===== src/rtl/mem_stage.sv =====
// LA32R memory-access pipeline stage: waits for the data-SRAM response, extends
// load data, forwards results to decode and drops a stale response after a flush.
module mem_stage (
    input  logic        clk,
    input  logic        resetn,

    input  logic        ws_allowin,
    output logic        ms_allowin,

    input  logic        es_to_ms_valid,
    input  logic [31:0] es_pc,
    input  logic [31:0] es_result,
    input  logic [4:0]  es_dest,
    input  logic        es_gr_we,
    input  logic        es_res_from_mem,
    input  logic        es_mem_req,
    input  logic [4:0]  es_load_op,
    input  logic        es_ex,

    input  logic        ms_flush_pipe,

    input  logic        data_sram_data_ok,
    input  logic [31:0] data_sram_rdata,

    output logic        ms_to_ws_valid,
    output logic [31:0] ms_pc,
    output logic [31:0] ms_final_result,
    output logic [4:0]  ms_dest,
    output logic        ms_gr_we,
    output logic        ms_ex,

    output logic        ms_fwd_valid,
    output logic        ms_blk_valid,
    output logic [4:0]  ms_fwd_dest,
    output logic [31:0] ms_fwd_result
);

    // Handshake: a transfer happens on a cycle where valid && allowin are both
    // high at the clock edge; a producer holds its payload until that cycle.

    logic        ms_valid_q, ms_valid_d;
    logic [31:0] pc_q;
    logic [31:0] result_q;
    logic [4:0]  dest_q;
    logic        gr_we_q;
    logic        res_from_mem_q;
    logic        mem_req_q;
    logic [4:0]  load_op_q;
    logic        ex_q;

    logic [31:0] data_buf_q, data_buf_d;
    logic        data_buf_valid_q, data_buf_valid_d;
    logic        discard_q, discard_d;

    logic        ms_ready_go;
    logic        in_fire;
    logic        out_fire;
    logic        buf_capture;
    logic        discard_set;

    logic [31:0] load_word;
    logic [7:0]  load_byte;
    logic [15:0] load_half;
    logic [31:0] load_value;

    assign ms_ready_go    = !mem_req_q || ex_q || data_buf_valid_q || data_sram_data_ok;
    assign ms_allowin     = !discard_q && (!ms_valid_q || (ms_ready_go && ws_allowin));
    assign ms_to_ws_valid = ms_valid_q && ms_ready_go && !ms_flush_pipe;

    assign in_fire  = es_to_ms_valid && ms_allowin;
    assign out_fire = ms_to_ws_valid && ws_allowin;

    // A response that arrives while write-back is stalled must be held, because
    // the SRAM presents rdata for a single cycle only.
    assign buf_capture = ms_valid_q && mem_req_q && !discard_q
                         && data_sram_data_ok && !ws_allowin;

    // A flushed request still in flight leaves one response owed to nobody.
    assign discard_set = ms_flush_pipe && ms_valid_q && mem_req_q && !ex_q
                         && !data_buf_valid_q && !data_sram_data_ok;

    always_comb begin
        ms_valid_d       = ms_valid_q;
        data_buf_d       = data_buf_q;
        data_buf_valid_d = data_buf_valid_q;
        discard_d        = discard_q;

        if (ms_flush_pipe) begin
            ms_valid_d = 1'b0;
        end else if (ms_allowin) begin
            ms_valid_d = es_to_ms_valid;
        end

        if (ms_flush_pipe || out_fire) begin
            data_buf_valid_d = 1'b0;
        end else if (buf_capture) begin
            data_buf_valid_d = 1'b1;
            data_buf_d       = data_sram_rdata;
        end

        if (discard_q && data_sram_data_ok) begin
            discard_d = 1'b0;
        end else if (discard_set) begin
            discard_d = 1'b1;
        end
    end

    always_ff @(posedge clk or negedge resetn) begin
        if (!resetn) begin
            ms_valid_q       <= 1'b0;
            data_buf_q       <= 32'h0;
            data_buf_valid_q <= 1'b0;
            discard_q        <= 1'b0;
        end else begin
            ms_valid_q       <= ms_valid_d;
            data_buf_q       <= data_buf_d;
            data_buf_valid_q <= data_buf_valid_d;
            discard_q        <= discard_d;
        end
    end

    always_ff @(posedge clk or negedge resetn) begin
        if (!resetn) begin
            pc_q           <= 32'h0;
            result_q       <= 32'h0;
            dest_q         <= 5'h0;
            gr_we_q        <= 1'b0;
            res_from_mem_q <= 1'b0;
            mem_req_q      <= 1'b0;
            load_op_q      <= 5'h0;
            ex_q           <= 1'b0;
        end else if (in_fire) begin
            pc_q           <= es_pc;
            result_q       <= es_result;
            dest_q         <= es_dest;
            gr_we_q        <= es_gr_we;
            res_from_mem_q <= es_res_from_mem;
            mem_req_q      <= es_mem_req;
            load_op_q      <= es_load_op;
            ex_q           <= es_ex;
        end
    end

    assign load_word = data_buf_valid_q ? data_buf_q : data_sram_rdata;
    assign load_half = result_q[1] ? load_word[31:16] : load_word[15:0];

    always_comb begin
        load_byte = load_word[7:0];
        case (result_q[1:0])
            2'd0: load_byte = load_word[7:0];
            2'd1: load_byte = load_word[15:8];
            2'd2: load_byte = load_word[23:16];
            2'd3: load_byte = load_word[31:24];
            default: load_byte = load_word[7:0];
        endcase
    end

    // load_op is one-hot; ld.w and any unexpected code take the whole word.
    always_comb begin
        load_value = load_word;
        if (load_op_q[0]) begin
            load_value = {{24{load_byte[7]}}, load_byte};
        end else if (load_op_q[1]) begin
            load_value = {{16{load_half[15]}}, load_half};
        end else if (load_op_q[3]) begin
            load_value = {24'h0, load_byte};
        end else if (load_op_q[4]) begin
            load_value = {16'h0, load_half};
        end
    end

    assign ms_final_result = res_from_mem_q ? load_value : result_q;
    assign ms_pc           = pc_q;
    assign ms_dest         = dest_q;
    assign ms_ex           = ms_valid_q && ex_q;
    assign ms_gr_we        = gr_we_q && !ms_ex;

    assign ms_fwd_valid  = ms_to_ws_valid && ms_gr_we;
    assign ms_blk_valid  = ms_valid_q && res_from_mem_q && !ms_ready_go;
    assign ms_fwd_dest   = dest_q;
    assign ms_fwd_result = ms_final_result;

endmodule


===== config.mk =====
export PLATFORM = sky130hd
export DESIGN_NAME = mem_stage
export DESIGN_NICKNAME = d
export VERILOG_FILES = /design/src/rtl/mem_stage.sv
export SDC_FILE = /design/constraint.sdc
export NUM_CORES = 1
export LEC_CHECK = 0
export CAP_MARGIN = 20
export CORE_ASPECT_RATIO = 0.7
export CORE_MARGIN = 8
export CORE_UTILIZATION = 45
export CTS_CLUSTER_DIAMETER = 40
export DETAILED_ROUTE_END_ITERATION = 6
export DONT_BUFFER_PORTS = 1
export PLACE_DENSITY_LB_ADDON = 0.12
export REMOVE_ABC_BUFFERS = 1
export SYNTH_ARGS = -nofsm -noshare
export SYNTH_HDL_FRONTEND = slang
export SYNTH_SLANG_ARGS = --single-unit

===== constraint.sdc =====
create_clock -name clk -period 2.46 [get_ports clk]
set_clock_uncertainty 0.15 [all_clocks]
set_input_delay 0.492 -clock clk [delete_from_list [all_inputs] [get_ports clk]]
set_output_delay 0.492 -clock clk [all_outputs]
set_load 0.01 [all_outputs]

# Yosys cells after proc, flatten, opt, wreduce, memory -nomap -nowiden
# Index checks and enable logic that the tools add are counted.
word_totals:
  input_bits: 116
  regBits: 113
  wordCells: 71
op_classes:
  eq_ne: 3
  n_reduce_logical: 41
  n_mux: 14
  bitwise: 1
ops:
  columns: ["op", "count"]
  rows:
  - ["$mux W32", 6]
  - ["$pmux W8 S4", 1]
  - ["$logic_and A1 B1 Y1", 21]
  - ["$mux W16", 1]
  - ["$logic_not A1 Y1", 10]
  - ["$mux W1", 6]
  - ["$reduce_bool A2 Y1", 3]
  - ["$logic_or A1 B1 Y1", 5]
  - ["$eq A2 B2 Y1 const B", 2]
  - ["$eq A2 B1 Y1 const B", 1]
  - ["$logic_not A2 Y1", 1]
  - ["$reduce_and A2 Y1", 1]
  - ["$not A1 Y1", 1]

# Logic depth before layout (Yosys ltp)
# Gate-level depths: netlist of the first run.
logic_depth:
  depth_word: 10
  mapped_depth: 9
  depth_no_buf: 4

# Worst setup path before layout of the first run
# Ideal clock, no wire load.
synth_path:
  kind: "register to output"
  startpoint: "reg data_buf_valid_q"
  endpoint: "out ms_fwd_result[20]"
  stages_incl_launch_ff: 8
  arrival_time_ps: 1969
  required_ps: 1818
  setup_slack_ps: -151
  n_path_buf: 3
  path_cell_list: "dfrtp_1 > buf_6 > mux2_2 > mux4_2 > o21bai_4 > buf_6 > a21oi_1 > buf_4"
synth_between:
  elab_chain_len: 6
  elab_cells_between_ends: 8
synth_lines:
  columns: ["element", "line", "source"]
  rows:
  - ["start: declaration", "52", "logic data_buf_valid_q, data_buf_valid_d;"]
  - ["start signal: assignment", "117", "data_buf_valid_q <= data_buf_valid_d;"]
  - ["$mux W32 *", "144", "assign load_word = data_buf_valid_q ? data_buf_q : data_sram_rdata;"]
  - ["$mux W32", "167", "end else if (load_op_q[4]) begin"]
  - ["$mux W32", "165", "end else if (load_op_q[3]) begin"]
  - ["$mux W32", "163", "end else if (load_op_q[1]) begin"]
  - ["$mux W32 *", "161", "if (load_op_q[0]) begin"]
  - ["$mux W32 *", "172", "assign ms_final_result = res_from_mem_q ? load_value : result_q;"]
  - ["end: declaration", "35", "output logic [31:0] ms_fwd_result"]
# Mark *: on every way between the ends. The rest lies on a longest branch, timed or not.

# Worst setup path after layout of the first run
layout_path:
  startpoint: "reg data_buf_valid_q"
  endpoint: "out ms_final_result[27]"
layout_between:
  elab_chain_len: 6
  elab_cells_between_ends: 8
layout_lines:
  columns: ["element", "line", "source"]
  rows:
  - ["$mux W32 *", "144", null]
  - ["$mux W32", "167", null]
  - ["$mux W32", "165", null]
  - ["$mux W32", "163", null]
  - ["$mux W32 *", "161", null]
  - ["$mux W32 *", "172", null]
  - ["end: declaration", "27", "output logic [31:0] ms_final_result,"]
# Marked as above.

==> results_dict.tcl, run 1 <==
set metrics [dict create \
    totalWireLength_um 17830 \
    cts_htree_levels 3 \
    via_per_inst 5.705 \
    wl_per_cell_um 25.01 \
    critPathLaunchType "flip-flop" \
    row_count 35 \
    synthSimpleGateAreaFrac_pct 8.034 \
    final_nets 658 \
    hold_class "input port to asynchronous set/reset pin" \
    hpwl_um 11590 \
    fin_ws_ns -0.5824 \
    syn_area_um2 5964 \
    crit_fanout 6 \
    yosysUniqueCellTypes 46 \
    layout_commonest_cell "dfrtp_1" \
    synth_fa_ha_area_share_pct 0 \
    timing.fmax_mhz 328.7 \
    min_period_ns 3.042 \
    finalHoldViolations 112 \
    numCtsBuffers 9 \
    synth_compound_area_share_pct 7.027 \
    fin_hold_ws_ns -0.3128 \
    violations "hold timing, setup timing" \
    crit_path_end_kind "output pin" \
    crit_chain "buf_12, mux2_4, mux4_2, o21bai_4, buf_12, a21oi_2, buf_4" \
    synthMuxAreaShare_pct 30.35 \
    vdd_ir_drop_max_mv 0.3625 \
    synthCells 502 \
    ys_ff_latch 112 \
    cts_max_path_buffers 2 \
    synth-main-ff-cell "dfrtp_1" \
    ys_async_sr_fraction_pct 100.0 \
    rr_endpoint "ms_dest[3]$_DFFE_PN0P_" \
    initial_core_util_pct 45.70 \
    startpoint "data_buf_valid_q$_DFFE_PN0P_" \
    pre_cts_ws_ns -0.2056 \
    required_ns 1.82 \
    crit_path_frequent_cell "buf_12" \
    dpl-instance-area_um2 6286 \
    multi_input_area_um2 3341 \
    rrSetupSlack_ns -0.20 \
    synth_xor_area_share_pct 0 \
    antenna_found_initial 0 \
    io_buffer_count 0 \
    vias 4068 \
    seq_area_um2 2804 \
    fin_crit_sh_pct 123.7 \
    syn_avg_cell_area_um2 11.88 \
    worstSetupPathType "flip-flop to output pin" \
    dr.pass1.iters 4 \
    die_height_um 112.3 \
    ant_nets 0 \
    timing.rr.start "data_buf_valid_q$_DFFE_PN0P_" \
    grt_pass1_vias 4324 \
    cp-endpoint "ms_final_result[27]" \
    coreArea_um2 13050 \
    grt_pass1_wl_um 25540 \
    finalPower_uw 6123 \
    ys_seq_area_share_pct 46.99 \
    clk_root_buffer_cell "clkbuf_16" \
    dieArea_um2 17250 \
    relSlewSlack_pct 62.16 \
    leakage_uw 0.003503 \
    setup_violations 146 \
    crit_path_top_delay_cell "mux4_2" \
    drv_cap 0 \
    drc 0 \
    r2r_cells 12 \
    design_area_um2 7799 \
    clk_latency_ns 0.34 \
    slew_viol_final 0 \
    area_growth_pct 30.75 \
    crit_path_max_incr_delay_ns 0.52 \
    drive_above_1_share_pct 56.12 \
    diodes 0 \
    fill_cells 1067 \
    status "finished with violations" \
    cts_sinks 112 \
    dr.first_iter.drc_count 232 \
    rsz0062_at_grt "true" \
    cts_tree "built" \
    ios 228 \
    synth_top_family_by_area "multiplexers" \
    grt_use_total_pct 18.81 \
    synth-edff-count 0 \
    gp_congestion 0.8034 \
    worst_slew_pin_slew_ns 0.5670 \
    die_width_um 153.6 \
    cts.reportedPaths.clkPinSlew_ns 0.07 \
    gr-total-overflow 0 \
    power.density_nw_per_um2 785.2 \
    grt_max_degree 113 \
    cp.arrival_ns 2.40 \
    yosysWarnings 0 \
    final_cell_mix "dfrtp_1 (111), mux2_4 (85), mux2_2 (46), buf_4 (46)" \
]
## state kept, by name, indices dropped and copies added, names as in the netlist
| register | flops |
|---|---|
| data_buf_valid_q | 1 |
| discard_q | 1 |
| ex_q | 1 |
| ms_pc | 32 |
| ms_dest | 5 |
| mem_req_q | 1 |
| ms_valid_q | 1 |
| result_q | 32 |
| load_op_q | 4 |
| gr_we_q | 1 |
| res_from_mem_q | 1 |
| data_buf_q | 32 |
## worst max-delay path, delay by kind of cell, from the launching register on
family                 cells  cell delay, ns
AO/OA/AOI/OAI              2            0.31
buffers and inverters      3            0.49
flip-flops                 1            0.44
multiplexers               2            0.82
## cells by family (layout without fill, tap and decap cells)
family / count (synthesis) / in the layout
AOI/OAI and AO/OA: 64 / 64
buffers and inverters: 71 / 116
DFF: 112 / 112
muxes: 152 / 152
and+or+nand+nor: 103 / 103
## power by group
part / leakage [uW] / internal [uW] / total (uW) / switching [uW]
Combinational: 0.00202 / 1160 / 2140 / 983
Sequential: 0.00135 / 2190 / 2520 / 327
Clock: 0.000140 / 793 / 1470 / 673
Total: 0.00350 / 4140 / 6120 / 1980
## Yosys cell counts, drive strengths merged (2+ instances only)
library cell / instances / area share [%]
mux2i: 11 / 1.8
o21ai: 3 / 0.25
a211oi: 3 / 0.38
dfrtp: 112 / 47
or3b: 2 / 0.29
or2: 5 / 0.52
o22ai: 2 / 0.21
o21bai: 2 / 0.44
nor2: 34 / 2.1
mux4: 10 / 3.8
nand3: 6 / 0.50
nor2b: 4 / 0.42
mux2: 131 / 25
o211ai: 5 / 0.63
a31oi: 8 / 0.84
inv: 4 / 0.25
and2: 3 / 0.31
nand3b: 2 / 0.25
nand2b: 4 / 0.42
buf: 55 / 6.6
nor3: 3 / 0.25
a221o: 2 / 0.34
nand2: 35 / 2.2
o221ai: 2 / 0.29
clkbuf: 12 / 0.76
a21oi: 27 / 2.3
a21o: 2 / 0.25
## worst min path at each step
stage	cells after the start	slack [ns]	endpoint	from
3_5_place_dp	0	0.05	gr_we_q$_DFFE_PN0P_	resetn
4_1_cts	0	-0.33	gr_we_q$_DFFE_PN0P_	resetn
5_1_grt	0	-0.33	mem_req_q$_DFFE_PN0P_	resetn
6_report	0	-0.31	mem_req_q$_DFFE_PN0P_	resetn
3_3_place_gp	0	0.05	mem_req_q$_DFFE_PN0P_	resetn
2_1_floorplan	0	0.05	data_buf_q[0]$_DFFE_PN0P_	resetn
## layout make-up
| type | count | area share [%] |
|---|---|---|
| clock inverters | 5 | 0.7220 |
| multi-input cells | 319 | 42.84 |
| inverters | 4 | 0.1925 |
| clock buffers | 11 | 2.984 |
| repair buffers | 96 | 14.65 |
| flip-flops and latches | 112 | 35.95 |
| well taps | 166 | 2.663 |
## repair_timing
item	4_1_cts	5_1_grt
hold endpoints to repair	112	112
gates resized for setup	85	112
gates cloned	1	10
pin swaps	11	11
endpoints found under the setup margin	66	145
setup buffers	13	13
## routing by layer
| layer | vias to the layer above | global-route usage (%) | wire length, um |
|---|---|---|---|
| met5 | - | 0 | 0 |
| met4 | 0 | 3.123 | 109 |
| met3 | 11 | 7.217 | 1522 |
| met2 | 126 | 29.80 | 8331 |
| met1 | 2089 | 24.36 | 7869 |
| li1 | 1842 | - | - |
## per-stage QoR
step	TNS [ns]	cells	util, %
6_report	-41.12	713	59.76
3_5_place_dp	-8.427	665	48.17
3_3_place_gp	-7.309	665	48.17
2_1_floorplan	-179.03	435	-
5_1_grt	-50.78	713	59.76
4_1_cts	-46.95	694	54.14
No activity file was read; power rests on OpenSTA's default activity.
==> inputs of run 2 (changes only) <==
ABC_AREA = 0   (was default)
CTS_CLUSTER_DIAMETER = 200   (was 40)
==> results of run 2 <==
Same layout as run 1: the final DEF is identical, and so are final timing and power.
==> inputs of run 3 (changes only) <==
TNS_END_PERCENT = 30   (was default)
==> run 3 against run 2 <==
The run still ends with hold timing, setup timing left. Critical path depth unchanged. Worst setup slack improved by 0.015 ns. Non-clock buffer count is 24 lower. Largest cell class unchanged. First-iteration DRC count is 27% lower. Combinational power decreased by 16%. Count of clock-buffer cells in the layout stayed put. Critical endpoint unchanged.
==> results_dict.tcl, run 3 (synthesis results as in run 1) <==
set metrics [dict create \
    area_growth_pct 17.54 \
    cts_tree "built" \
    crit_path_max_incr_delay_ns 0.52 \
    drive_above_1_share_pct 52.96 \
    grt_pass1_vias 4277 \
    vias 3952 \
    layout_commonest_cell "mux2_2" \
    clk_latency_ns 0.34 \
    die_width_um 153.6 \
    fin_hold_ws_ns -0.3098 \
    die_height_um 112.3 \
    cts.reportedPaths.clkPinSlew_ns 0.07 \
    grt_pass1_wl_um 25050 \
    cts_sinks 112 \
    numCtsBuffers 9 \
    row_count 35 \
    crit_path_top_delay_cell "mux4_2" \
    grt_max_degree 113 \
    rsz0062_at_grt "true" \
    status "finished with violations" \
    hold_class "input port to asynchronous set/reset pin" \
    crit_path_end_kind "output pin" \
    final_nets 634 \
    dr.first_iter.drc_count 170 \
    initial_core_util_pct 45.70 \
    finalPower_uw 5763 \
    grt_use_total_pct 18.46 \
    min_period_ns 3.027 \
    fin_ws_ns -0.5669 \
    final_cell_mix "mux2_2 (122), dfrtp_1 (110), buf_4 (43)" \
    fin_crit_sh_pct 123.0 \
    leakage_uw 0.002933 \
    critPathLaunchType "flip-flop" \
    wl_per_cell_um 22.97 \
    gr-total-overflow 0 \
    hpwl_um 11590 \
    vdd_ir_drop_max_mv 0.3756 \
    cp_num_buf_inv 3 \
    drv_cap 0 \
    required_ns 1.82 \
    coreArea_um2 13050 \
    crit_chain "buf_12, mux2_4, mux4_2, o21bai_4, buf_8, a21oi_2, buf_4" \
    ios 228 \
    cp.arrival_ns 2.38 \
    power.density_nw_per_um2 822.1 \
    cts_htree_levels 3 \
    relSlewSlack_pct 67.09 \
    slew_viol_final 0 \
    cp_top_family "multiplexers" \
    violations "hold timing, setup timing" \
    worstSetupPathType "flip-flop to output pin" \
    io_buffer_count 0 \
    via_per_inst 5.736 \
    finalHoldViolations 112 \
    antenna_found_initial 1 \
    timing.fmax_mhz 330.4 \
    dieArea_um2 17250 \
    worst_slew_pin_slew_ns 0.4936 \
    crit_fanout 6 \
    cts_max_path_buffers 2 \
    design_area_um2 7010 \
    pre_cts_ws_ns -0.2056 \
    dpl-instance-area_um2 6286 \
    ant_nets 0 \
    diodes 0 \
    totalWireLength_um 15820 \
    drc 0 \
    dr.pass1.iters 4 \
    clk_root_buffer_cell "clkbuf_16" \
    gp_congestion 0.8034 \
    setup_violations 64 \
]
run 3: cell count changes in the layout (fill, tap and decap cells not counted), moves of 2 or more:
cell / before / now
buf_6: 25 / 20
buf_12: 14 / 5
clkbuf_16: 16 / 9
mux2_1: 0 / 2
a31oi_2: 2 / 0
mux2_2: 46 / 122
buf_4: 46 / 43
mux2_4: 85 / 7
a31oi_1: 3 / 6
run 3: worst paths after layout:
| check | start | end | slack (ns) | cells after the start |
|---|---|---|---|---|
| max | data_buf_valid_q$_DFFE_PN0P_ | ms_final_result[27] | -0.57 | 7 |
| min | resetn | mem_req_q$_DFFE_PN0P_ | -0.31 | 0 |
| max reg2reg | data_buf_valid_q$_DFFE_PN0P_ | ms_pc[24]$_DFFE_PN0P_ | 0.21 | 7 |
| min reg2reg | data_buf_q[0]$_DFFE_PN0P_ | data_buf_q[0]$_DFFE_PN0P_ | 0.36 | 1 |
| max in group asynchronous | resetn | load_op_q[0]$_DFFE_PN0P_ | 2.27 | 0 |
| min in group clk | ms_flush_pipe | ms_valid_q$_DFFE_PN0P_ | 0.06 | 1 |
run 3: area by class of cell:
type                    instances  area (um^2)
fillers                      1140         6040
multi-input cells             319         2985
flip-flops and latches        112         2805
repair buffers                 72        708.2
clock buffers                  11        232.7
well taps                     166        207.7
clock inverters                 5        56.30
inverters                       4        15.01
run 3: report_power, final:
part | total [uW] | internal, uW | leakage (uW) | switching (uW)
clock network | 1460 | 793 | 0.000140 | 664
logic | 1800 | 913 | 0.00145 | 890
registers | 2500 | 2190 | 0.00135 | 312
run 3: timing repair:
item | in CTS | in global routing
setup endpoints to repair | 66 | 145
gates resized for setup | 56 | 32
cloned | 1 | 0
endpoints found under the hold margin | 112 | 112
setup buffers | 5 | 5
pin swaps | 5 | 11
run 3: through the flow:
stage | utilization [%] | instances | setup TNS, ns
floorplan | - | 435 | -179.03
global placement | 48.17 | 665 | -7.309
detailed placement | 48.17 | 665 | -8.427
CTS | 52.63 | 687 | -31.26
global route | 53.72 | 689 | -32.63
finish | 53.72 | 689 | -28.63
run 3: worst register-to-register path: stages (launching register included):
cell,delay (ns)
dfrtp_2,0.44
buf_6,0.14
buf_12,0.15
nor4b_4,0.30
nand2b_4,0.19
a211o_4,0.18
buf_12,0.20
mux2_2,0.39
run 3: layer usage:
layer,GRT usage (%),vias to the layer above,wire [um]
li1,-,1796,-
met1,24.08,2020,6916
met2,28.83,123,7453
met3,7.255,11,1343
met4,3.253,2,98
met5,0,-,12
